$ cat src/rtl/ldst_burst_ctrl_pkg.sv
// Shared widths, FSM encoding and read-tag types for the ldst RAM sequencer.
package ldst_burst_ctrl_pkg;

    localparam int DAT_W  = 32;
    localparam int ADDR_W = 7;
    localparam int LEN_W  = 8;

    typedef enum logic [1:0] {
        ST_IDLE = 2'd0,
        ST_RUN  = 2'd1,
        ST_FIN  = 2'd2
    } state_e;

    typedef enum logic {
        OWN_CORE = 1'b0,
        OWN_BRST = 1'b1
    } owner_e;

    typedef struct packed {
        logic   vld;
        owner_e owner;
    } rd_tag_t;

endpackage

$ cat src/rtl/ldst_burst_ctrl_if.sv
// Core, burst-client and RAM signals of the ldst sequencer; slave = controller side.
interface ldst_burst_ctrl_if;
    import ldst_burst_ctrl_pkg::*;

    logic              core_req;
    logic              core_we;
    logic [ADDR_W-1:0] core_addr;
    logic [DAT_W-1:0]  core_wdat;
    logic [DAT_W-1:0]  core_rdat;
    logic              core_rvld;

    logic              brst_start;
    logic              brst_we;
    logic [ADDR_W-1:0] brst_base;
    logic [LEN_W-1:0]  brst_len;
    logic [DAT_W-1:0]  brst_wdat;
    logic              brst_wrdy;
    logic [DAT_W-1:0]  brst_rdat;
    logic              brst_rvld;
    logic              brst_busy;
    logic              brst_done;

    logic              ram_en;
    logic              ram_we;
    logic [ADDR_W-1:0] ram_addr;
    logic [DAT_W-1:0]  ram_wdat;
    logic [DAT_W-1:0]  ram_rdat;

    modport slave (
        input  core_req, core_we, core_addr, core_wdat,
        output core_rdat, core_rvld,
        input  brst_start, brst_we, brst_base, brst_len, brst_wdat,
        output brst_wrdy, brst_rdat, brst_rvld, brst_busy, brst_done,
        output ram_en, ram_we, ram_addr, ram_wdat,
        input  ram_rdat
    );

    modport master (
        output core_req, core_we, core_addr, core_wdat,
        input  core_rdat, core_rvld,
        output brst_start, brst_we, brst_base, brst_len, brst_wdat,
        input  brst_wrdy, brst_rdat, brst_rvld, brst_busy, brst_done,
        input  ram_en, ram_we, ram_addr, ram_wdat,
        output ram_rdat
    );

endinterface

$ cat src/rtl/ldst_burst_ctrl_rd_tag.sv
// One-deep read tag: remembers who issued last cycle's RAM read and steers ram_rdat back.
module ldst_rd_tag
    import ldst_burst_ctrl_pkg::*;
(
    input  logic             clk,
    input  logic             rst_b,
    input  logic             rd_issue,
    input  owner_e           rd_owner,
    input  logic [DAT_W-1:0] ram_rdat,
    output logic [DAT_W-1:0] core_rdat,
    output logic             core_rvld,
    output logic [DAT_W-1:0] brst_rdat,
    output logic             brst_rvld
);

    rd_tag_t tag;

    always_ff @(posedge clk) begin
        if (rst_b) tag <= '0;
        else       tag <= '{vld: rd_issue, owner: rd_owner};
    end

    // RAM data is already one cycle late, so only the tag is registered;
    // data is zeroed when not valid so idle ports stay quiet.
    always_comb begin
        core_rvld = tag.vld && (tag.owner == OWN_CORE) && !rst_b;
        brst_rvld = tag.vld && (tag.owner == OWN_BRST) && !rst_b;
        core_rdat = core_rvld ? ram_rdat : '0;
        brst_rdat = brst_rvld ? ram_rdat : '0;
    end

endmodule

$ cat src/rtl/ldst_burst_ctrl.sv
// Arbitrates the single-port data RAM between core single accesses (priority) and a burst engine.
module ldst_burst_ctrl
    import ldst_burst_ctrl_pkg::*;
(
    input  logic               clk,
    input  logic               rst_b,
    ldst_burst_ctrl_if.slave   bus
);

    state_e            state;
    logic [ADDR_W-1:0] addr_ctr;
    logic [LEN_W-1:0]  rem;
    logic              we_q;
    logic              core_gnt;
    logic              brst_gnt;

    assign core_gnt = bus.core_req && !rst_b;
    assign brst_gnt = (state == ST_RUN) && !bus.core_req && !rst_b;

    always_comb begin
        bus.ram_en    = core_gnt || brst_gnt;
        bus.ram_we    = 1'b0;
        bus.ram_addr  = '0;
        bus.ram_wdat  = '0;
        bus.brst_wrdy = brst_gnt && we_q;
        if (core_gnt) begin
            bus.ram_we   = bus.core_we;
            bus.ram_addr = bus.core_addr;
            bus.ram_wdat = bus.core_we ? bus.core_wdat : '0;
        end else if (brst_gnt) begin
            bus.ram_we   = we_q;
            bus.ram_addr = addr_ctr;
            bus.ram_wdat = we_q ? bus.brst_wdat : '0;
        end
        bus.brst_busy = (state != ST_IDLE) && !rst_b;
        bus.brst_done = (state == ST_FIN) && !rst_b;
    end

    always_ff @(posedge clk) begin
        if (rst_b) begin
            state    <= ST_IDLE;
            addr_ctr <= '0;
            rem      <= '0;
            we_q     <= 1'b0;
        end else begin
            case (state)
                ST_IDLE: if (bus.brst_start) begin
                    if (bus.brst_len != '0) begin
                        addr_ctr <= bus.brst_base;
                        rem      <= bus.brst_len;
                        we_q     <= bus.brst_we;
                        state    <= ST_RUN;
                    end else begin
                        state    <= ST_FIN;
                    end
                end
                // Counters only move on a granted cycle; a core access stalls the burst.
                ST_RUN: if (brst_gnt) begin
                    addr_ctr <= addr_ctr + 1'b1;
                    rem      <= rem - 1'b1;
                    if (rem == LEN_W'(1)) state <= ST_FIN;
                end
                ST_FIN:  state <= ST_IDLE;
                default: state <= ST_IDLE;
            endcase
        end
    end

    ldst_rd_tag u_rd_tag (
        .clk       (clk),
        .rst_b     (rst_b),
        .rd_issue  (bus.ram_en && !bus.ram_we),
        .rd_owner  (core_gnt ? OWN_CORE : OWN_BRST),
        .ram_rdat  (bus.ram_rdat),
        .core_rdat (bus.core_rdat),
        .core_rvld (bus.core_rvld),
        .brst_rdat (bus.brst_rdat),
        .brst_rvld (bus.brst_rvld)
    );

endmodule
$ cat src/flat_wrapper.sv
// flat-port wrapper written by rule: the top's interface ports become plain ports
module ldst_burst_ctrl_flat import ldst_burst_ctrl_pkg::*;
  (clk, rst_b, bus_core_req, bus_core_we, bus_core_addr, bus_core_wdat, bus_core_rdat, bus_core_rvld, bus_brst_start, bus_brst_we, bus_brst_base, bus_brst_len, bus_brst_wdat, bus_brst_wrdy, bus_brst_rdat, bus_brst_rvld, bus_brst_busy, bus_brst_done, bus_ram_en, bus_ram_we, bus_ram_addr, bus_ram_wdat, bus_ram_rdat);
  ldst_burst_ctrl_if bus_i ();
  input  logic clk;
  input  logic rst_b;
  input wire logic [$bits(bus_i.core_req)-1:0] bus_core_req;
  input wire logic [$bits(bus_i.core_we)-1:0] bus_core_we;
  input wire logic [$bits(bus_i.core_addr)-1:0] bus_core_addr;
  input wire logic [$bits(bus_i.core_wdat)-1:0] bus_core_wdat;
  output wire logic [$bits(bus_i.core_rdat)-1:0] bus_core_rdat;
  output wire logic [$bits(bus_i.core_rvld)-1:0] bus_core_rvld;
  input wire logic [$bits(bus_i.brst_start)-1:0] bus_brst_start;
  input wire logic [$bits(bus_i.brst_we)-1:0] bus_brst_we;
  input wire logic [$bits(bus_i.brst_base)-1:0] bus_brst_base;
  input wire logic [$bits(bus_i.brst_len)-1:0] bus_brst_len;
  input wire logic [$bits(bus_i.brst_wdat)-1:0] bus_brst_wdat;
  output wire logic [$bits(bus_i.brst_wrdy)-1:0] bus_brst_wrdy;
  output wire logic [$bits(bus_i.brst_rdat)-1:0] bus_brst_rdat;
  output wire logic [$bits(bus_i.brst_rvld)-1:0] bus_brst_rvld;
  output wire logic [$bits(bus_i.brst_busy)-1:0] bus_brst_busy;
  output wire logic [$bits(bus_i.brst_done)-1:0] bus_brst_done;
  output wire logic [$bits(bus_i.ram_en)-1:0] bus_ram_en;
  output wire logic [$bits(bus_i.ram_we)-1:0] bus_ram_we;
  output wire logic [$bits(bus_i.ram_addr)-1:0] bus_ram_addr;
  output wire logic [$bits(bus_i.ram_wdat)-1:0] bus_ram_wdat;
  input wire logic [$bits(bus_i.ram_rdat)-1:0] bus_ram_rdat;
  assign bus_i.core_req = bus_core_req;
  assign bus_i.core_we = bus_core_we;
  assign bus_i.core_addr = bus_core_addr;
  assign bus_i.core_wdat = bus_core_wdat;
  assign bus_core_rdat = bus_i.core_rdat;
  assign bus_core_rvld = bus_i.core_rvld;
  assign bus_i.brst_start = bus_brst_start;
  assign bus_i.brst_we = bus_brst_we;
  assign bus_i.brst_base = bus_brst_base;
  assign bus_i.brst_len = bus_brst_len;
  assign bus_i.brst_wdat = bus_brst_wdat;
  assign bus_brst_wrdy = bus_i.brst_wrdy;
  assign bus_brst_rdat = bus_i.brst_rdat;
  assign bus_brst_rvld = bus_i.brst_rvld;
  assign bus_brst_busy = bus_i.brst_busy;
  assign bus_brst_done = bus_i.brst_done;
  assign bus_ram_en = bus_i.ram_en;
  assign bus_ram_we = bus_i.ram_we;
  assign bus_ram_addr = bus_i.ram_addr;
  assign bus_ram_wdat = bus_i.ram_wdat;
  assign bus_i.ram_rdat = bus_ram_rdat;
  ldst_burst_ctrl u_core (.clk(clk), .rst_b(rst_b), .bus(bus_i));
endmodule
$ cat config.mk
export PLATFORM = sky130hd
export DESIGN_NAME = ldst_burst_ctrl_flat
export DESIGN_NICKNAME = d
export VERILOG_FILES = /design/src/rtl/ldst_burst_ctrl_pkg.sv /design/src/rtl/ldst_burst_ctrl_if.sv /design/src/rtl/ldst_burst_ctrl_rd_tag.sv /design/src/rtl/ldst_burst_ctrl.sv /design/src/flat_wrapper.sv
export SDC_FILE = /design/constraint.sdc
export NUM_CORES = 1
export LEC_CHECK = 0
export CAP_MARGIN = 20
export CORE_MARGIN = 10
export CORE_UTILIZATION = 31
export CTS_BUF_LIST = sky130_fd_sc_hd__clkbuf_4
export DETAILED_ROUTE_END_ITERATION = 12
export PLACE_DENSITY = 0.89
export RECOVER_POWER = 50
export SLEW_MARGIN = 30
export SYNTH_ARGS = -nofsm -noshare
export SYNTH_HDL_FRONTEND = slang
export SYNTH_SLANG_ARGS = --single-unit
$ cat constraint.sdc
create_clock -name clk -period 4.75 [get_ports clk]
set_input_delay 0.7125 -clock clk [delete_from_list [all_inputs] [get_ports clk]]
set_output_delay 0.7125 -clock clk [all_outputs]
set_load 0.005 [all_outputs]
======== After elaboration in Yosys (flattened, before gate mapping) ========
Cells that the tools add are included.
Widths: inputs -> output; s select.
word-level totals
  input bits .............................. 124
  output and inout bits ................... 110
  register bits ........................... 20
  memories kept ........................... 0
  word-level logic and storage cells ...... 62
  latch bits .............................. 0
  bits in writable memories ............... 0
  memory bits (read-only) ................. 0
cells by class
  add/subtract/negate cells ............... 2
  magnitude comparators ................... 0
  shifts and indexed selects .............. 0
  muxes and demuxes ....................... 24
  eq/ne operators ......................... 7
  bitwise gates (word level) .............. 1
  $mul .................................... 0
  divide/modulo/power cells ............... 0
  reductions and logical operators ........ 22
operators by type and width
  cell                 count
  $mux 32              6
  $mux 7               5
  $mux 8               3
  $pmux 8 s2           1
  $pmux 7 s2           1
  $logic_and 1x1->1    11
  $eq 8x1->1 const B   1
  $mux 2               4
  $reduce_bool 8->1    1
  $sub 8x1->8 const B  1
  $add 7x1->7 const B  1
  $reduce_and 3->1     2
  $ne 2x1->1 const B   2
  $ne 2x2->1 const B   2
  $pmux 2 s2           1
  $reduce_and 4->1     1
  $reduce_bool 2->1    2
  $logic_not 1->1      3
  $mux 1               3
  $eq 2x1->1 const B   1
  $eq 2x2->1 const B   1
  $logic_not 2->1      1
  $logic_or 1x1->1     1
  $not 1->1            1

======== Logic depth before layout (Yosys ltp) ========
  word-level depth ........................ 7
  gate-level depth with buffers ........... 7
  gate-level depth less buffers ........... 6

======== Hierarchy ========
From an unflattened synthesis, not the netlist that was laid out.
unflattened totals
  cells, all modules ...................... 298
  area total of the unflattened synthesis .. 2477.4 µm²
by module, submodules not included
  module           seq. area each (µm²)  times used  cells each  area each (µm²)
  ldst_burst_ctrl  360.3                 1           207         1535.2
  ldst_rd_tag      40.0                  1           91          942.2

======== Worst setup path after synthesis ========
Ideal clock, no wire load.
  path type ............................... input-to-output
  start ................................... in rst_b
  end ..................................... out bus_ram_wdat[10]
  stages on the path ...................... 6
  required time ........................... 4.038 ns
  buffers on the path ..................... 3
  arrival ................................. 1.736 ns
  slack ................................... 2.301 ns
  cell sequence ........................... buf_2 -> inv_2 -> and3_1 -> clkbuf_1 -> clkbuf_1 -> a22o_1
on the way
  word-level cells in the longest chain between the ends .. 4
  elaborated cells between the ends (all ways) .. 5
  those cells by class .................... mux (2); reduce/logical (3)
ends and longest elaborated chain
  what                 line                                          source
  from (decl)          flat_wrapper.sv:6                             input logic rst_b;
  $logic_not 1->1 (*)  ldst_burst_ctrl.sv:17, ldst_burst_ctrl.sv:18
  $logic_and 1x1->1    ldst_burst_ctrl.sv:18                         assign brst_gnt = (state == ST_RUN) && !bus.core_req && !rst_b;
  $mux 32              ldst_burst_ctrl.sv:30                         end else if (brst_gnt) begin
  $mux 32 (*)          ldst_burst_ctrl.sv:26                         if (core_gnt) begin
  to (decl)            flat_wrapper.sv:26                            output wire logic [$bits(bus_i.ram_wdat)-1:0] bus_ram_wdat;
Mark *: on every way between the ends. The rest lies on a longest branch, timed or not.

======== Worst setup path after layout ========
  start ................................... in rst_b
  end ..................................... out bus_core_rdat[17]
on the way
  word-level cells in the longest chain between the ends .. 3
ends and longest elaborated chain
  what               line                          source
  $logic_not 1->1    ldst_burst_ctrl_rd_tag.sv:26  core_rvld = tag.vld && (tag.owner == OWN_CORE) && !rst_b;
  $logic_and 1x1->1  ldst_burst_ctrl_rd_tag.sv:26
  $mux 32            ldst_burst_ctrl_rd_tag.sv:28  core_rdat = core_rvld ? ram_rdat : '0;
  to (decl)          flat_wrapper.sv:11            output wire logic [$bits(bus_i.core_rdat)-1:0] bus_core_rdat;
No other way between the ends.

==> flow_summary.yaml <==
outcome:
  run_status: "complete, but fails checks"
  violations: "capacitance limit, slew limit"
synthesis:
  synth.avg_cell_area_um2: 7.25
  ys_seq_area_share_pct: 19.0
  ys_warn_count: 0
  synth_top_area_share_pct: 20.2
  async_flop_share_pct: 0
  netlist_top_cells_area: "and2_1 (20%), dfxtp_1 (19%), a22o_1 (13%)"
  synth_seq_cells: 20
  yosysTopAreaCell: "and2_1"
  synth_cell_types: 45
  synth_edf_count: 0
  synth_cells: 290
  synth_common_cells: "and2_1 (68), a22o_1 (32), a21oi_1 (24), clkbuf_1 (24), nand2_1 (22)"
  synth.most_common_cell: "and2_1"
  ys_dominant_reg_cell: "dfxtp_1"
  syn_nets: 417
  synth_area_um2: 2100
hold_path:
  worstHoldEndpoint: "u_core.rem[7]$_SDFFE_PP0P_"
  hold_depth: 2
  min_from: "u_core.rem[7]$_SDFFE_PP0P_"
  hp-class: "flip-flop to flip-flop"
routing:
  highest_layer: "met4"
  routed_via_density: 5.33
  dr_wl_met2_mm: 6.89
  wl_per_cell_um: 22.4
  dr_total_vias: 3084
  drt_iter0_drc: 234
  met1_length_mm: 4.53
  wl_mm: 13.0
  drt_first_pass_iters: 5
  final_antenna_net_count: 0
  wl_met3_mm: 1.47
  drt_drc_violations_left: 0
setup_path:
  path_max_fanout: 33
  r2r_cells: 4
  r2r-start: "u_core.state[0]$_SDFFE_PP0P_"
  cp_slowest_cell: "clkbuf_1"
  r2r_slack_ns: 1.86
  critPathKind: "input port to output pin"
  end_kind: "output pin"
  r2r-end: "u_core.rem[5]$_SDFFE_PP0P_"
  path_common_cell: "dlygate4sd3_1"
  crit_arrival_ns: 3.41
  cp.required_ns: 4.04
  slowest_delay_ns: 0.81
  crit_chain: "dlygate4sd3_1 > buf_4 > nor3b_1 > clkbuf_1 > and2_1 > dlygate4sd3_1"
  crit_path_start_kind: "input port"
clock_network:
  h-tree-depth: 1
  cts_hold_buf: 0
  numCtsBuffers: 3
  cts_setup_buffers: 0
  tritoncts: "done"
  cts_resized: 0
  cts_sinks: 20
  cts.path.max_buffers: 2
  root_buffer: "clkbuf_4"
  path_clk_slew_ns: 0.13
  insertion_delay_ns: 0.31
place:
  place_inst: 575
  place_congestion: 0.922
  port_buffers: 233
  pre_cts_ws_ns: 1.11
  placed_cell_area_um2: 4440
  dp.final_hpwl_mm: 10.9
global_route:
  grt_pass1_wl_mm: 18.0
  grt-ovfl-total: 0
  antenna_found_initial: 0
  grt_max_degree: 35
  first_global_vias: 3001
  grt_use_total_pct: 22.0
power:
  power_frac_seq_pct: 31.7
  p_clk_share_pct: 21.8
  power_density_nw_per_um2: 148
  p_sw_mw: 0.203
  power_mw: 0.659
  intPower_mw: 0.456
  leakagePower_nw: 1.73
  power.share.switching_pct: 30.8
  irDropWorstVdd_uv: 245
  comb_power_share_pct: 46.5
timing:
  hold_viol_final: 0
  rsz0062_at_grt: "false"
  slew_viol_final: 20
  slew_headroom_pct: -1.75
  worst_slack_ns: 0.631
  max_freq_mhz: 243
  timing.hold.ws_ns: 0.491
  setup_viol: 0
  fin_crit_ns: 4.12
  finalSetupTns_ns: 0
  clock_skew_ns: 0.00800
  worstMarginPinSlew_ns: 1.52
  fin_crit_sh_pct: 86.7
layout:
  syn_to_final_growth_pct: 112
  ff_latch_area_um2: 400
  stdcell_area_um2: 4470
  diodes: 0
  num-nets-final: 630
  layout-drive-gt1-share_pct: 2.59
  fillCellCount: 494
  multiInputGateArea_um2: 1530
  fin_util_pct: 69.2
  fin_cells: 579
floorplanning:
  coreArea_um2: 6460
  ioPinCount: 234
  fp.dieW_um: 102
  rows: 29
  die_h_um: 102
  floorplan.initialDensity_pct: 32.6
  die-area_um2: 10500
job:
  max_cap_viol_count: 1
-- layout make-up --
type,count,share of cell area (%)
Clock inverter,1,0.672
Sequential cell,20,8.96
Tap cell,77,2.16
Clock buffer,3,0.504
Multi-Input combinational cell,234,34.3
Timing Repair Buffer,237,52.8
Inverter,7,0.588
-- cells in the final DEF, fill, tap and decap left out, types with 2 or more instances in the layout --
cell,instances
nor2b_1,2
ha_1,3
clkbuf_4,3
clkdlybuf4s50_1,205
dlygate4sd3_1,28
o221a_2,2
a22oi_1,6
o32ai_1,10
nand2_1,22
or4_1,2
o31a_1,2
nand3b_1,6
buf_4,3
and2_0,16
a22o_1,32
nor4_1,5
inv_1,6
o21ai_0,4
and2_1,53
nor2_1,10
nand3_1,3
and3_1,4
o21a_1,2
nor3b_1,4
nor3_1,6
a21oi_1,24
dfxtp_1,20
-- per-layer routing --
layer,vias up,track usage (%)
li1,1486,-
met1,1394,23.8
met2,196,42.1
met3,8,7.62
met5,-,0
met4,0,1.19
-- kinds of logic after synthesis --
family / after synthesis / synth area share [%]
compound gates: 91 / 33.1
fa+ha+maj: 3 / 1.78
buf+inv: 36 / 7.26
flops: 20 / 19.0
mux: 1 / 0.476
simple gates: 139 / 38.3
-- registers in the layout, indices dropped and copies added, names as in the netlist --
name,cells
u_core.addr_ctr,7
u_core.rem,8
u_core.state,2
u_core.u_rd_tag.tag,2
u_core.we_q,1
-- worst max-delay path: cells and delay by family --
| kind | cells | cell delay (ns) |
|---|---|---|
| AND/OR/NAND/NOR | 2 | 0.45 |
| buffers and inverters | 4 | 2.23 |
-- worst max-delay path by stage --
stage                                    to                          from
after detailed placement  bus_brst_rdat[19]                         rst_b
after global placement    bus_brst_rdat[22]                         rst_b
after CTS                   bus_ram_addr[1]  u_core.state[0]$_SDFFE_PP0P_
after floorplan            bus_ram_wdat[10]                         rst_b
final                     bus_core_rdat[17]                         rst_b
after global routing      bus_core_rdat[20]                         rst_b
-- power groups by stage --
stage / logic (mW) / registers, mW / clock network, mW
detailed placement: 0.309 / 0.211 / 0
global route: 0.329 / 0.212 / 0.151
global placement: 0.304 / 0.210 / 0
CTS: 0.312 / 0.208 / 0.144
floorplan: 0.133 / 0.201 / 0
finish: 0.307 / 0.209 / 0.144
(Power assumes the default switching activity.)
